==> src/rtl/axis_bf_pkg.sv <==
// Shared constants for the splitter: lane count, shift limit, saturation bound
// and the slot numbering used to map the eight output stages onto named ports.
package axis_bf_pkg;

    localparam int          SAMPLES         = 8;
    localparam int          SCALE_SHIFT_MAX = 3;
    localparam logic [15:0] SAT_POS         = 16'h7FFF;
    localparam int          N_SLOTS         = 8;

    typedef enum logic [2:0] {
        SLOT_M00_RE = 3'd0,
        SLOT_M00_IM = 3'd1,
        SLOT_M01_RE = 3'd2,
        SLOT_M01_IM = 3'd3,
        SLOT_M20_RE = 3'd4,
        SLOT_M20_IM = 3'd5,
        SLOT_M21_RE = 3'd6,
        SLOT_M21_IM = 3'd7
    } slot_e;

endpackage

==> src/rtl/axis_fork_slot.sv <==
// One registered output stage of the splitter: loads on the shared accept and
// otherwise holds its beat until the downstream consumer takes it.
module axis_fork_slot #(
    parameter int DATA_W = 128,
    parameter int KEEP_W = 16
) (
    input  logic              i_clock,
    input  logic              i_reset,
    input  logic              i_load,
    input  logic [DATA_W-1:0] i_data,
    input  logic              i_last,
    input  logic              i_tready,
    output logic [DATA_W-1:0] o_tdata,
    output logic [KEEP_W-1:0] o_tkeep,
    output logic              o_tlast,
    output logic              o_tvalid,
    output logic              o_free
);

    logic [DATA_W-1:0] r_data;
    logic              r_last;
    logic              r_valid;

    // A load wins over a same-cycle drain so back-to-back beats leave no bubble.
    always_ff @(posedge i_clock) begin
        if (i_reset) begin
            r_data  <= '0;
            r_last  <= 1'b0;
            r_valid <= 1'b0;
        end else if (i_load) begin
            r_data  <= i_data;
            r_last  <= i_last;
            r_valid <= 1'b1;
        end else if (r_valid && i_tready) begin
            r_valid <= 1'b0;
        end
    end

    assign o_tdata  = r_data;
    assign o_tlast  = r_last;
    assign o_tvalid = r_valid;
    assign o_tkeep  = r_valid ? '1 : '0;
    assign o_free   = !r_valid || i_tready;

endmodule

==> src/rtl/axis_splitter.sv <==
// Scales each real/imag sample lane and forks the pair to four registered
// real/imag output streams that share a single lockstep input handshake.
module axis_splitter
    import axis_bf_pkg::*;
#(
    parameter int SDATA_WIDTH  = 128,
    parameter int SAMPLE_WIDTH = 16,
    parameter int SCALE_SHIFT  = 2
) (
    input  logic                       clock,
    input  logic                       reset,

    input  logic                       s_axis_real_tvalid,
    output logic                       s_axis_real_tready,
    input  logic                       s_axis_real_tlast,
    input  logic [SDATA_WIDTH-1:0]     s_axis_real_tdata,
    input  logic                       s_axis_imag_tvalid,
    output logic                       s_axis_imag_tready,
    input  logic                       s_axis_imag_tlast,
    input  logic [SDATA_WIDTH-1:0]     s_axis_imag_tdata,

    output logic [SDATA_WIDTH-1:0]     m00_axis_real_tdata,
    output logic [SDATA_WIDTH/8-1:0]   m00_axis_real_tkeep,
    output logic                       m00_axis_real_tlast,
    output logic                       m00_axis_real_tvalid,
    input  logic                       m00_axis_real_tready,
    output logic [SDATA_WIDTH-1:0]     m00_axis_imag_tdata,
    output logic [SDATA_WIDTH/8-1:0]   m00_axis_imag_tkeep,
    output logic                       m00_axis_imag_tlast,
    output logic                       m00_axis_imag_tvalid,
    input  logic                       m00_axis_imag_tready,

    output logic [SDATA_WIDTH-1:0]     m01_axis_real_tdata,
    output logic [SDATA_WIDTH/8-1:0]   m01_axis_real_tkeep,
    output logic                       m01_axis_real_tlast,
    output logic                       m01_axis_real_tvalid,
    input  logic                       m01_axis_real_tready,
    output logic [SDATA_WIDTH-1:0]     m01_axis_imag_tdata,
    output logic [SDATA_WIDTH/8-1:0]   m01_axis_imag_tkeep,
    output logic                       m01_axis_imag_tlast,
    output logic                       m01_axis_imag_tvalid,
    input  logic                       m01_axis_imag_tready,

    output logic [SDATA_WIDTH-1:0]     m20_axis_real_tdata,
    output logic [SDATA_WIDTH/8-1:0]   m20_axis_real_tkeep,
    output logic                       m20_axis_real_tlast,
    output logic                       m20_axis_real_tvalid,
    input  logic                       m20_axis_real_tready,
    output logic [SDATA_WIDTH-1:0]     m20_axis_imag_tdata,
    output logic [SDATA_WIDTH/8-1:0]   m20_axis_imag_tkeep,
    output logic                       m20_axis_imag_tlast,
    output logic                       m20_axis_imag_tvalid,
    input  logic                       m20_axis_imag_tready,

    output logic [SDATA_WIDTH-1:0]     m21_axis_real_tdata,
    output logic [SDATA_WIDTH/8-1:0]   m21_axis_real_tkeep,
    output logic                       m21_axis_real_tlast,
    output logic                       m21_axis_real_tvalid,
    input  logic                       m21_axis_real_tready,
    output logic [SDATA_WIDTH-1:0]     m21_axis_imag_tdata,
    output logic [SDATA_WIDTH/8-1:0]   m21_axis_imag_tkeep,
    output logic                       m21_axis_imag_tlast,
    output logic                       m21_axis_imag_tvalid,
    input  logic                       m21_axis_imag_tready,

    output logic [15:0]                frame_count,
    output logic                       tlast_err
);

    localparam int KEEP_W    = SDATA_WIDTH / 8;
    localparam int SHIFT_EFF = (SCALE_SHIFT > SCALE_SHIFT_MAX) ? SCALE_SHIFT_MAX : SCALE_SHIFT;
    // Half an LSB of the shifted result; collapses to zero when nothing is shifted out.
    localparam int ROUND     = (1 << SHIFT_EFF) >> 1;

    function automatic logic [SAMPLE_WIDTH-1:0] scale_lane(input logic [SAMPLE_WIDTH-1:0] x);
        logic signed [SAMPLE_WIDTH:0] v;
        v = $signed({x[SAMPLE_WIDTH-1], x});
        v = v + (SAMPLE_WIDTH+1)'(ROUND);
        v = v >>> SHIFT_EFF;
        if (v > $signed({1'b0, SAT_POS})) begin
            return SAT_POS;
        end
        return v[SAMPLE_WIDTH-1:0];
    endfunction

    logic [SDATA_WIDTH-1:0] w_real_scaled;
    logic [SDATA_WIDTH-1:0] w_imag_scaled;

    for (genvar l = 0; l < SAMPLES; l++) begin : g_lane
        assign w_real_scaled[l*SAMPLE_WIDTH +: SAMPLE_WIDTH] =
            scale_lane(s_axis_real_tdata[l*SAMPLE_WIDTH +: SAMPLE_WIDTH]);
        assign w_imag_scaled[l*SAMPLE_WIDTH +: SAMPLE_WIDTH] =
            scale_lane(s_axis_imag_tdata[l*SAMPLE_WIDTH +: SAMPLE_WIDTH]);
    end

    logic [SDATA_WIDTH-1:0] w_tdata [N_SLOTS];
    logic [KEEP_W-1:0]      w_tkeep [N_SLOTS];
    logic [N_SLOTS-1:0]     w_tlast;
    logic [N_SLOTS-1:0]     w_tvalid;
    logic [N_SLOTS-1:0]     w_tready;
    logic [N_SLOTS-1:0]     w_free;
    logic                   w_can_accept;
    logic                   w_accept;
    logic                   w_out_last;
    logic [15:0]            r_frame_count;
    logic                   r_tlast_err;

    // Reset gates the handshake so nothing is taken while the slots are being cleared.
    assign w_can_accept       = (&w_free) && !reset;
    assign w_accept           = w_can_accept && s_axis_real_tvalid && s_axis_imag_tvalid;
    assign w_out_last         = s_axis_real_tlast || s_axis_imag_tlast;
    assign s_axis_real_tready = w_can_accept && s_axis_imag_tvalid;
    assign s_axis_imag_tready = w_can_accept && s_axis_real_tvalid;

    assign w_tready[SLOT_M00_RE] = m00_axis_real_tready;
    assign w_tready[SLOT_M00_IM] = m00_axis_imag_tready;
    assign w_tready[SLOT_M01_RE] = m01_axis_real_tready;
    assign w_tready[SLOT_M01_IM] = m01_axis_imag_tready;
    assign w_tready[SLOT_M20_RE] = m20_axis_real_tready;
    assign w_tready[SLOT_M20_IM] = m20_axis_imag_tready;
    assign w_tready[SLOT_M21_RE] = m21_axis_real_tready;
    assign w_tready[SLOT_M21_IM] = m21_axis_imag_tready;

    for (genvar k = 0; k < N_SLOTS; k++) begin : g_slot
        axis_fork_slot #(
            .DATA_W (SDATA_WIDTH),
            .KEEP_W (KEEP_W)
        ) u_slot (
            .i_clock  (clock),
            .i_reset  (reset),
            .i_load   (w_accept),
            .i_data   ((k % 2 == 1) ? w_imag_scaled : w_real_scaled),
            .i_last   (w_out_last),
            .i_tready (w_tready[k]),
            .o_tdata  (w_tdata[k]),
            .o_tkeep  (w_tkeep[k]),
            .o_tlast  (w_tlast[k]),
            .o_tvalid (w_tvalid[k]),
            .o_free   (w_free[k])
        );
    end

    always_ff @(posedge clock) begin
        if (reset) begin
            r_frame_count <= '0;
            r_tlast_err   <= 1'b0;
        end else if (w_accept) begin
            if (w_out_last) begin
                r_frame_count <= r_frame_count + 16'd1;
            end
            if (s_axis_real_tlast != s_axis_imag_tlast) begin
                r_tlast_err <= 1'b1;
            end
        end
    end

    assign frame_count = r_frame_count;
    assign tlast_err   = r_tlast_err;

    assign m00_axis_real_tdata  = w_tdata[SLOT_M00_RE];
    assign m00_axis_real_tkeep  = w_tkeep[SLOT_M00_RE];
    assign m00_axis_real_tlast  = w_tlast[SLOT_M00_RE];
    assign m00_axis_real_tvalid = w_tvalid[SLOT_M00_RE];
    assign m00_axis_imag_tdata  = w_tdata[SLOT_M00_IM];
    assign m00_axis_imag_tkeep  = w_tkeep[SLOT_M00_IM];
    assign m00_axis_imag_tlast  = w_tlast[SLOT_M00_IM];
    assign m00_axis_imag_tvalid = w_tvalid[SLOT_M00_IM];

    assign m01_axis_real_tdata  = w_tdata[SLOT_M01_RE];
    assign m01_axis_real_tkeep  = w_tkeep[SLOT_M01_RE];
    assign m01_axis_real_tlast  = w_tlast[SLOT_M01_RE];
    assign m01_axis_real_tvalid = w_tvalid[SLOT_M01_RE];
    assign m01_axis_imag_tdata  = w_tdata[SLOT_M01_IM];
    assign m01_axis_imag_tkeep  = w_tkeep[SLOT_M01_IM];
    assign m01_axis_imag_tlast  = w_tlast[SLOT_M01_IM];
    assign m01_axis_imag_tvalid = w_tvalid[SLOT_M01_IM];

    assign m20_axis_real_tdata  = w_tdata[SLOT_M20_RE];
    assign m20_axis_real_tkeep  = w_tkeep[SLOT_M20_RE];
    assign m20_axis_real_tlast  = w_tlast[SLOT_M20_RE];
    assign m20_axis_real_tvalid = w_tvalid[SLOT_M20_RE];
    assign m20_axis_imag_tdata  = w_tdata[SLOT_M20_IM];
    assign m20_axis_imag_tkeep  = w_tkeep[SLOT_M20_IM];
    assign m20_axis_imag_tlast  = w_tlast[SLOT_M20_IM];
    assign m20_axis_imag_tvalid = w_tvalid[SLOT_M20_IM];

    assign m21_axis_real_tdata  = w_tdata[SLOT_M21_RE];
    assign m21_axis_real_tkeep  = w_tkeep[SLOT_M21_RE];
    assign m21_axis_real_tlast  = w_tlast[SLOT_M21_RE];
    assign m21_axis_real_tvalid = w_tvalid[SLOT_M21_RE];
    assign m21_axis_imag_tdata  = w_tdata[SLOT_M21_IM];
    assign m21_axis_imag_tkeep  = w_tkeep[SLOT_M21_IM];
    assign m21_axis_imag_tlast  = w_tlast[SLOT_M21_IM];
    assign m21_axis_imag_tvalid = w_tvalid[SLOT_M21_IM];

endmodule

==> config.mk <==
export PLATFORM = sky130hd
export DESIGN_NAME = axis_splitter
export DESIGN_NICKNAME = d
export VERILOG_FILES = /design/src/rtl/axis_bf_pkg.sv /design/src/rtl/axis_fork_slot.sv /design/src/rtl/axis_splitter.sv
export SDC_FILE = /design/constraint.sdc
export NUM_CORES = 1
export LEC_CHECK = 0
export ABC_CLOCK_PERIOD_IN_PS = 2400
export CAP_MARGIN = 25
export CORE_AREA = 2 2 564 566
export DETAILED_ROUTE_END_ITERATION = 6
export DIE_AREA = 0 0 566 568
export PLACE_DENSITY_LB_ADDON = 0.15
export SLEW_MARGIN = 5
export SYNTH_ARGS = -nofsm -noshare
export SYNTH_HDL_FRONTEND = slang
export SYNTH_SLANG_ARGS = --single-unit
==> constraint.sdc <==
create_clock -name clock -period 2.4 [get_ports clock]
set_input_delay 0.36 -clock clock [delete_from_list [all_inputs] [get_ports clock]]
set_output_delay 0.36 -clock clock [all_outputs]
set_load 0.01 [all_outputs]
Word-level counts from Yosys, hierarchy flattened

Cells that the tools add are included.
Widths: inputs -> output; s select.

Flip-flop bits (word level): 282
Input port bits: 270
Output and inout port bits: 1,187
Word-level logic and storage cells: 160

Add/sub/neg operators: 17
$lt $le $gt $ge: 16
Eq/ne operators: 1
Mux-type cells: 72
Reductions and logical operators: 41

Operators with widths:

| kind                  | count |
|---|---|
| $mux 16               | 40 |
| $add 16x3->17 const B | 16 |
| $gt 15x16->1 const B  | 16 |
| $mux 1                | 32 |
| $add 16x1->16 const B | 1 |
| $reduce_bool 2->1     | 8 |
| $logic_and 1x1->1     | 12 |
| $logic_not 1->1       | 9 |
| $logic_or 1x1->1      | 9 |
| $reduce_and 8->1      | 1 |
| $reduce_and 2->1      | 2 |
| $ne 1x1->1            | 1 |

Logic depth before layout (Yosys ltp)

Word-level depth: 7
Gate-level depth with buffers: 9
Gate-level depth less buffers: 7

By module

A second synthesis with hierarchy kept.

Cell total of the unflattened synthesis: 4,177
Area, all modules: 43,375.4 um2

By module, submodules not included:

| module         | instances | cells an instance | area each (um2) | seq. area each (um2) |
|---|---|---|---|---|
| axis_fork_slot | 8         | 436               | 4,812.1         | 2,602.5 |
| axis_splitter  | 1         | 689               | 4,878.4         | 340.3 |

Worst setup path after synthesis

No wires, ideal clock.

Kind: register to register
Start point: reg g_slot[0].u_slot.r_valid
End point: reg r_frame_count[12], in the netlist frame_count[12]
Setup time: 0.123 ns
Arrival time: 1.836 ns
Setup slack: 0.441 ns
Cell stages (with the launch flop): 9
Period minus slack after synthesis: 1.959 ns
Cells stage by stage: dfxtp_1 -> nand2b_1 -> and3_1 -> buf_2 -> and4_1 -> buf_6 -> buf_6 -> nand3_1 -> mux2_1

Cells in the longest elaborated chain, start to end: 7

Ends and longest elaborated chain:

| item                              | line                 | RTL |
|---|---|---|
| start, declared                   | axis_fork_slot.sv:22 | `logic r_valid;` |
| start signal, assigned            | axis_fork_slot.sv:29 | `r_valid <= 1'b0;` |
| start signal, assigned            | axis_fork_slot.sv:33 | `r_valid <= 1'b1;` |
| start signal, assigned            | axis_fork_slot.sv:35 | `r_valid <= 1'b0;` |
| $logic_not 1->1                   | axis_fork_slot.sv:43 | `assign o_free = !r_valid \|\| i_tready;` |
| $logic_or 1x1->1                  | axis_fork_slot.sv:43 |  |
| $reduce_and 8->1                  | axis_splitter.sv:109 | `assign w_can_accept = (&w_free) && !reset;` |
| $logic_and 1x1->1                 | axis_splitter.sv:109 |  |
| $logic_and 1x1->1 (2 in a row)    | axis_splitter.sv:110 | `assign w_accept = w_can_accept && s_axis_real_tvalid && s_axis_imag_tvalid;` |
| $reduce_and 2->1 (no source line) | --                   |  |
| end signal, assigned              | axis_splitter.sv:149 | `r_frame_count <= r_frame_count + 16'd1;` |
| end, declared                     | axis_splitter.sv:105 | `logic [15:0] r_frame_count;` |

No other way between the ends.
A chain may end at the register's enable or synchronous reset.

==> metrics <==
outcome=complete, no violations; worst skew pair latency=around 0.65 ns; Slowest-stage cell, CP=clkdlybuf4s50_1; Post-Syn Area=0.0210 mm^2; ys flop type=dfxtp_1; Peak VDD IR=0.000464 V; CP required=~2.0 ns; final WL=158000 um; CP Class=flop to output port; Die Y=568 um; final hold violations=0; fin util=0.115; Core Rows=207; top cell type's share of synthesized area=0.323; synth top area cells=buf_4 (32%), dfxtp_1 (27%), a211oi_2 (9.5%), nor2_1 (4.7%), xnor2_1 (4.7%); Mapped Cells=2513; Post-CTS Setup Bufs=0; CTS Sinks=about 280; CTS max path bufs=3; core area=0.316 mm^2; drt pass-1 iters=4; crit-path max FO=5; area of the multi-input gates=0.00806 mm^2; origin of the critical flop-to-flop path=g_slot[7].u_slot.o_tvalid; Clock power frac=0.408; multiplexer share of the synthesized area=0.00101; post-synthesis net count=2801; Die Width=566 um; Via density=~2.6; most frequent cells in the layout=clkdlybuf4s50_1 (1390), nor2_1 (262), dfxtp_1 (238); total gr overflow=0; Top Family by Delay on Critical Path=buffers and inverters; H-tree levels=2; hold_sp=s_axis_real_tdata[95]; Reg2Reg Depth=7; first-pass GRT wire length=approximately 200000 um; measured slew at the worst slew-check pin=0.960 ns; final setup fails=0; Layout Skew=0.0507 ns; Remaining DRCs=0; startpoint types=flop; DP HPWL=139000 um; TritonCTS clock tree=built; CP bufs+invs=1; Final ANT Viol Nets=0; sw power=5.74 mW; Post-synth ARST share=0; sequential share of power=0.321; post-synthesis area per instance=8.37 um^2; die area=0.321 mm^2; RePlAce Congestion=0.751; fin nets=3444; largest family of logic cells by synthesized area=buffers and inverters; layout cells sized above 1=0.142; FMAX=around 430 MHz; fill cell count=36200; flops & latches, synth=282; worst hold slack=~0.37 ns; most common cell after layout, fill and taps aside=clkdlybuf4s50_1; max_cap viols=0; area delta synth->final=73.1%; critical path depth=1; Final Critical Period=2.33 ns; I/O Buffers=1440; post-synthesis sequential area ratio=0.269; clk slew on worst S/H paths=0.06 ns; Sequential cell area=0.00570 mm^2; Netlist cell types=34; Adder-Cell Fraction of Synth Area=0.0107; xor/xnor share of the synthesized area=0.0875; Worst EP arrival=a little under 2 ns; post-synthesis simple-gate area fraction=0.153; routed length per instance=21.4 um; antenna violations before repair=48; CP Capture Type=output port; vias in the first global route=around 19000; Synth Area in Compound Gates=0.132; crit path from=g_slot[4].u_slot.o_tdata[40]; CTS buffer count=46; hold crit path type=input pin to flop; hold path cells=3; yosys warns=0; P_leak=about 11 nW; largest net degree at the start of global routing=100; vias=roughly 19000; fin crit share=0.972; Sw Share=0.329; critical path cell sequence=clkdlybuf4s50_1; IO Pins=1457; Final Slew Violations=0; Placed Area=about 0.035 mm^2; DR iter-0 viols=roughly 780; CTS Root Cell=clkbuf_16; cell taking the most area after synthesis=buf_4; Comb power frac=0.271; cell area after layout=0.0364 mm^2; CP peak stage delay=0.81 ns; P_int=about 12 mW; total power draw=17.5 mW; Post-synth EDFFs=0; Rel. slew slack=0.360; P per Cell Area=480 mW/mm^2; All-Layer GR Usage=0.0937; Initial Utilization=0.0665
-- layer usage --
layer	wire (um)	up-vias	part of all wire	global-route usage
met5	184	-	0.0012	0
met4	3860	26	0.024	0.0220
met3	12400	175	0.078	0.0306
met2	76800	1020	0.49	0.165
met1	64800	9135	0.41	0.109
li1	-	8819	-	-
-- Yosys cell counts, types with 38 or more instances --
library cell	n
nand2_1	138
xnor2_1	112
buf_4	905
xor2_1	98
nand3_1	116
nand4_1	44
buf_2	46
clkbuf_1	38
nor2_1	262
a211oi_1	49
a211oi_2	159
dfxtp_1	282
a21oi_1	69
-- power groups by stage --
stage	combinational [mW]	sequential [mW]	clock, mW
2_1_floorplan	2.40	5.40	0
3_3_place_gp	4.92	5.73	0
3_5_place_dp	4.83	5.75	0
4_1_cts	4.85	5.67	7.61
5_1_grt	5.03	5.67	7.72
6_report	4.72	5.61	7.12
-- state kept, by name, summed over array words and instances (netlist names) --
register                flops
g_slot.u_slot.o_tdata     256
g_slot.u_slot.o_tvalid      8
frame_count                16
tlast_err                   1
g_slot.u_slot.o_tlast       1
-- area by class of cell --
type,instances,area share
clock inverter,14,0.00447
inverter,26,0.00268
timing repair buffer,1589,0.432
antenna,10,0.000688
sequential,282,0.157
clock buffer,69,0.0379
multi-input combinational,1211,0.222
tap,4180,0.144
-- timing repair --
item	in CTS	in global routing
pin swaps	0	0
hold buffers	1	0
hold endpoints to repair	9	0
resized for setup	77	4
endpoints found under the setup margin	180	4
-- through the flow --
step                setup TNS [ns]  instances  setup WS (ns)
floorplan                        0       2513          0.441
global placement            -39.65       7287         -0.365
detailed placement          -39.21       7287         -0.369
CTS                              0       7371       0.000157
global route             -0.000426       7372      -0.000426
finish                           0       7381         0.0679
-- logic make-up after synthesis --
logic type               after synthesis
buffers and inverters               1020
flip-flops                           282
adder cells (fa/ha/maj)               18
multiplexers                           2
XOR/XNOR                             210
AND/OR/NAND/NOR                      692
AO/OA/AOI/OAI                        289
-- final timing paths --
kind                                                endpoint  slack, ns
worst min register to register                     tlast_err       0.48
worst max-delay path                 m21_axis_real_tdata[40]       0.07
worst max register to register  g_slot[4].u_slot.o_tdata[14]       0.43
worst min-delay path            g_slot[4].u_slot.o_tdata[94]       0.37
No activity file was read; power rests on OpenSTA's default activity.
==> variant 1 (same flow settings) <==
Make the reset (`i_reset` and `reset`) asynchronous in 2 clocked blocks.
--- a/src/rtl/axis_fork_slot.sv
+++ b/src/rtl/axis_fork_slot.sv
@@ -23,5 +23,5 @@
 
     // A load wins over a same-cycle drain so back-to-back beats leave no bubble.
-    always_ff @(posedge i_clock) begin
+    always_ff @(posedge i_clock or posedge i_reset) begin
         if (i_reset) begin
             r_data  <= '0;
--- a/src/rtl/axis_splitter.sv
+++ b/src/rtl/axis_splitter.sv
@@ -141,5 +141,5 @@
     end
 
-    always_ff @(posedge clock) begin
+    always_ff @(posedge clock or posedge reset) begin
         if (reset) begin
             r_frame_count <= '0;
Function: not settled (the Yosys comparison gave no result); the edit may change what the design does.
==> variant 1 against the original RTL <==
Setup slack better by 0.015 ns; final area shrank 0.48%; first-iteration DRC count shrank 2.1%; synthesized cell count decreased by 3.6%; sequential cell count unchanged; wire length fell by 2.1%; area after synthesis fell by 0.98%; critical endpoint is now m01_axis_imag_tdata[81]; register-to-register slack worse by 0.13 ns.
Power is not compared: it rests on default switching activity, and its combinational part moved more than twofold at a synthesized area within 25%.
==> variant 1: results (changes against the original RTL) <==
outcome: complete, no violations
Synth Area in Compound Gates: 6.89% (-6.3 points)
CTS buffer count: 45 (-2.2%)
Crit path largest cell delay: 0.69 ns (-0.12 ns)
top cells by count, synth: 903 x buf_4, 333 x nand2_1, 282 x dfrtp_1
later-pin clock latency in the skew report: 0.67 ns (+0.02 ns)
Worst Hold Class: input pin to async pin
vias in the first global route: 18600 (-0.64%)
slowest CP cell: dfrtp_1
pre-CTS setup slack: -0.289 ns (+0.0792 ns)
proportion of synthesized area in mux cells: 0.162% (+0.061 points)
Mapped Nets: 2710 (-3.2%)
Post-Synth XOR/XNOR Area: 9.38% (+0.63 points)
initial antenna violation count: 29 (-40%)
Mapped Avg Cell Area: 8.60 sq um (+2.7%)
Clock transition at path regs: 0.06 ns (about the same)
first-pass GRT wire length: 198000 um (-0.87%)
DR vias: 18400 (-4.2%)
met1 WL: 61300 um (-5.4%)
VDD IR-drop max: 0.000444 V
Fill cells: 36100 (-0.32%)
Total Routed Length: 155000 um (-2.1%)
dpl cell area: 34600 sq um (-0.63%)
fin cells: 7304 (-1.0%)
main area contributors after synthesis: dfrtp_1 34%, buf_4 33%, nand2_1 6.0%
total global-route track usage: 9.28% (-0.092 points)
R2R depth: 8 (+1)
metal2 WL: 76800 um (about the same)
share of layout cells above drive strength 1: 9.32% (-4.9 points)
DPL Wire Length: 138000 um (-0.56%)
fin nets: 3367 (-2.2%)
drt first pass iters: 5 (+1)
DR top layer: met5
clock tree root buffer cell: clkbuf_16
clk_skew: 0.0603 ns (+0.00967 ns)
Routability Congestion: 0.749 (-0.25%)
post-synthesis adder-cell area fraction: 1.08% (+0.011 points)
Met3 Wirelength: 12700 um (+2.4%)
Unique masters post-synth: 35 (+2.9%)
post-layout util: 11.5% (-0.055 points)
Synth Flop Type: dfrtp_1
Async SR Flop Fraction: 100% (+100 points)
relative slew slack: 47.1% (+11 points)
DRT iter0 DRCs: 759 (-2.1%)
placed insts: 7206 (-1.1%)
sequential fraction of the synthesis area: 33.9% (+7.0 points)
==> variant 1: cell types whose count changed in the layout (fill, tap and decap cells not counted), moves of 44 or more <==
cell | unedited run | this run
nor2_1 | 262 | 79
a211oi_2 | 159 | 5
o21ai_0 | 11 | 209
a211oi_1 | 49 | 0
a21oi_1 | 69 | 0
nand2_1 | 138 | 333
dfxtp_1 | 238 | 0
dfxtp_2 | 44 | 0
dfrtp_1 | 0 | 251
==> variant 1: metal layers <==
metal	vias to the layer above	GRT usage (%)
met5	-	0
met4	10	2.33
met3	130	3.29
met2	981	16.5
met1	8910	10.5
li1	8337	-
==> variant 1: final cells by class <==
cell class                 instances  area share (%)
timing repair buffer            1570            43.0
sequential                       282            19.6
multi-input combinational       1148            18.3
inverter                          32           0.342
tap                             4180            14.4
clock buffer                      60            3.51
antenna                           12          0.0829
clock inverter                    20           0.726
==> variant 1: path summary, 6_finish.rpt <==
path                                                   start  slack (ns)                            to
worst max-delay path            g_slot[5].u_slot.o_tdata[81]        0.08       m01_axis_imag_tdata[81]
worst min-delay path                                   reset        0.40  g_slot[5].u_slot.o_tdata[11]
worst max register to register     g_slot[1].u_slot.o_tvalid        0.30  g_slot[4].u_slot.o_tdata[78]
worst min register to register                     tlast_err        0.47                     tlast_err
max in group asynchronous                              reset        1.26   g_slot[4].u_slot.o_tdata[3]
min in group clock                         s_axis_real_tlast        0.40                     tlast_err
==> variant 1: what timing repair did <==
item,4_1_cts,5_1_grt
gates resized for setup,81,6
endpoints found under the setup margin,136,8
buffers inserted,5,1
pin swaps,2,0
==> variant 1: power by group <==
part | switching, mW | internal, mW | leakage, nW
clock | 2.77 | 4.16 | 0.751
combinational | 10.3 | 12.8 | 8.94
sequential | 4.71 | 6.48 | 3.50
==> variant 2 (same flow settings) <==
Made on the original files. Register the output `frame_count` once more, with the module's reset; this adds one clock of latency there. The other outputs are not delayed to match.
--- a/src/rtl/axis_splitter.sv
+++ b/src/rtl/axis_splitter.sv
@@ -155,5 +155,11 @@
     end
 
-    assign frame_count = r_frame_count;
+    always_ff @(posedge clock) begin
+        if (reset) begin
+            frame_count <= '0;
+        end else begin
+            frame_count <= r_frame_count;
+        end
+    end
     assign tlast_err   = r_tlast_err;
 
Function: not settled (the Yosys comparison gave no result); the edit may change what the design does.
==> variant 2 against the original RTL <==
Die area stayed put; highest routed layer unchanged; total power increased by 9.4%; largest cell class unchanged; fmax is 0.56% lower; area after synthesis shrank 1.9%; final area up 0.58%; setup slack worse by 0.013 ns; non-clock buffer count shrank 1; sequential cell count grew 16; wire length is 2.6% lower.
==> variant 2: results (changes against the original RTL) <==
clock network area share: 5.25% (+1.0 points)
Fill cells: 36200 (-0.088%)
VDD IR-drop max: 0.000478 V (+3.1%)
Switching Power: 5.96 mW (+3.8%)
largest net degree at the start of global routing: 131 (+31%)
fin area: 36600 sq um (+0.58%)
slowest CP cell: dfxtp_2
Non-clock buffer share: 43.5% (+0.25 points)
pre-CTS setup slack: -0.512 ns (-0.143 ns)
Met3 Wirelength: 9960 um (-20%)
Worst path top cell family by delay: simple AND/OR/NAND/NOR gates
DRT iter0 DRCs: 692 (-11%)
cell internal pwr: 13.1 mW (+12%)
CTS Hold Bufs: 0 (-1)
Register Area: 6040 sq um (+5.9%)
count of multi-input gates: 1210 (-0.083%)
Hold Startpoint: reset
final hold slack: 0.144 ns (-0.231 ns)
dpl cell area: 34200 sq um (-1.6%)
outcome: complete, no violations
post-synthesis adder-cell area fraction: 1.09% (+0.021 points)
met1 WL: 57900 um (-11%)
Total Routed Length: 154000 um (-2.6%)
post-layout util: 11.6% (+0.066 points)
drt first pass iters: 5 (+1)
crit path from: g_slot[5].u_slot.o_tvalid
Lkg Pwr: 11.4 nW (+2.1%)
CTS resizes: 91 (+18%)
clock share of power: 45.3% (+4.5 points)
clock buf count: 67 (-2.9%)
ant diodes: 8 (-2)
Post-Synth XOR/XNOR Area: 8.84% (+0.088 points)
clk_skew: 0.0223 ns (-0.0284 ns)
sequential fraction of the synthesis area: 28.9% (+2.1 points)
r2r endpoint: r_frame_count[12]
later-pin clock latency in the skew report: 0.68 ns (+0.03 ns)
Power Combinational: 4.63 mW (-2%)
main area contributors after synthesis: buf_4 33%, dfxtp_1 29%, a211oi_1 7.6%
proportion of cell area occupied by multi-input gates: 20.3% (-1.9 points)
CP endpoint: s_axis_real_tready
first-pass GRT wire length: 193000 um (-3.3%)
proportion of synthesized area in mux cells: 0.601% (+0.50 points)
fin nets: 3454 (+0.29%)
total global-route track usage: 8.99% (-0.38 points)
R2R depth: 10 (+3)
Crit path largest cell delay: 0.32 ns (-0.49 ns)
post-CTS setup buffers: 2 (+2)
top cells by count, synth: 915 x buf_4, 298 x dfxtp_1, 272 x nor2_1
Vias/cell: 2.61 (+0.48%)
initial antenna violation count: 41 (-15%)
Non-clk bufs: 1588 (-0.063%)
FF+latch count, synth: 298 (+5.7%)
post-synthesis instance total: 2524 (+0.44%)
CTS buffer count: 51 (+11%)
[variant 2: changes by cell type in the layout (fill, tap and decap cells not counted), moves of 11 or more]
cell,before,now
a211oi_1,49,204
a211oi_2,159,4
buf_4,146,126
nand3_1,116,101
nor2b_1,3,17
buf_6,2,15
dfxtp_2,44,57
clkbuf_16,47,58
[variant 2: worst min path at each step]
stage                           endpoint  depth (start not counted)
6_report       g_slot[2].u_slot.o_tvalid                          3
5_1_grt        g_slot[5].u_slot.o_tvalid                          3
4_1_cts        g_slot[2].u_slot.o_tvalid                          3
3_5_place_dp                   tlast_err                          2
3_3_place_gp                   tlast_err                          2
2_1_floorplan            frame_count[15]                          1
[variant 2: metal layers]
layer,vias to the layer above,global-route usage [%]
li1,8864,-
met1,9170,9.46
met2,1079,17.1
met3,174,2.41
met4,20,2.99
met5,-,0
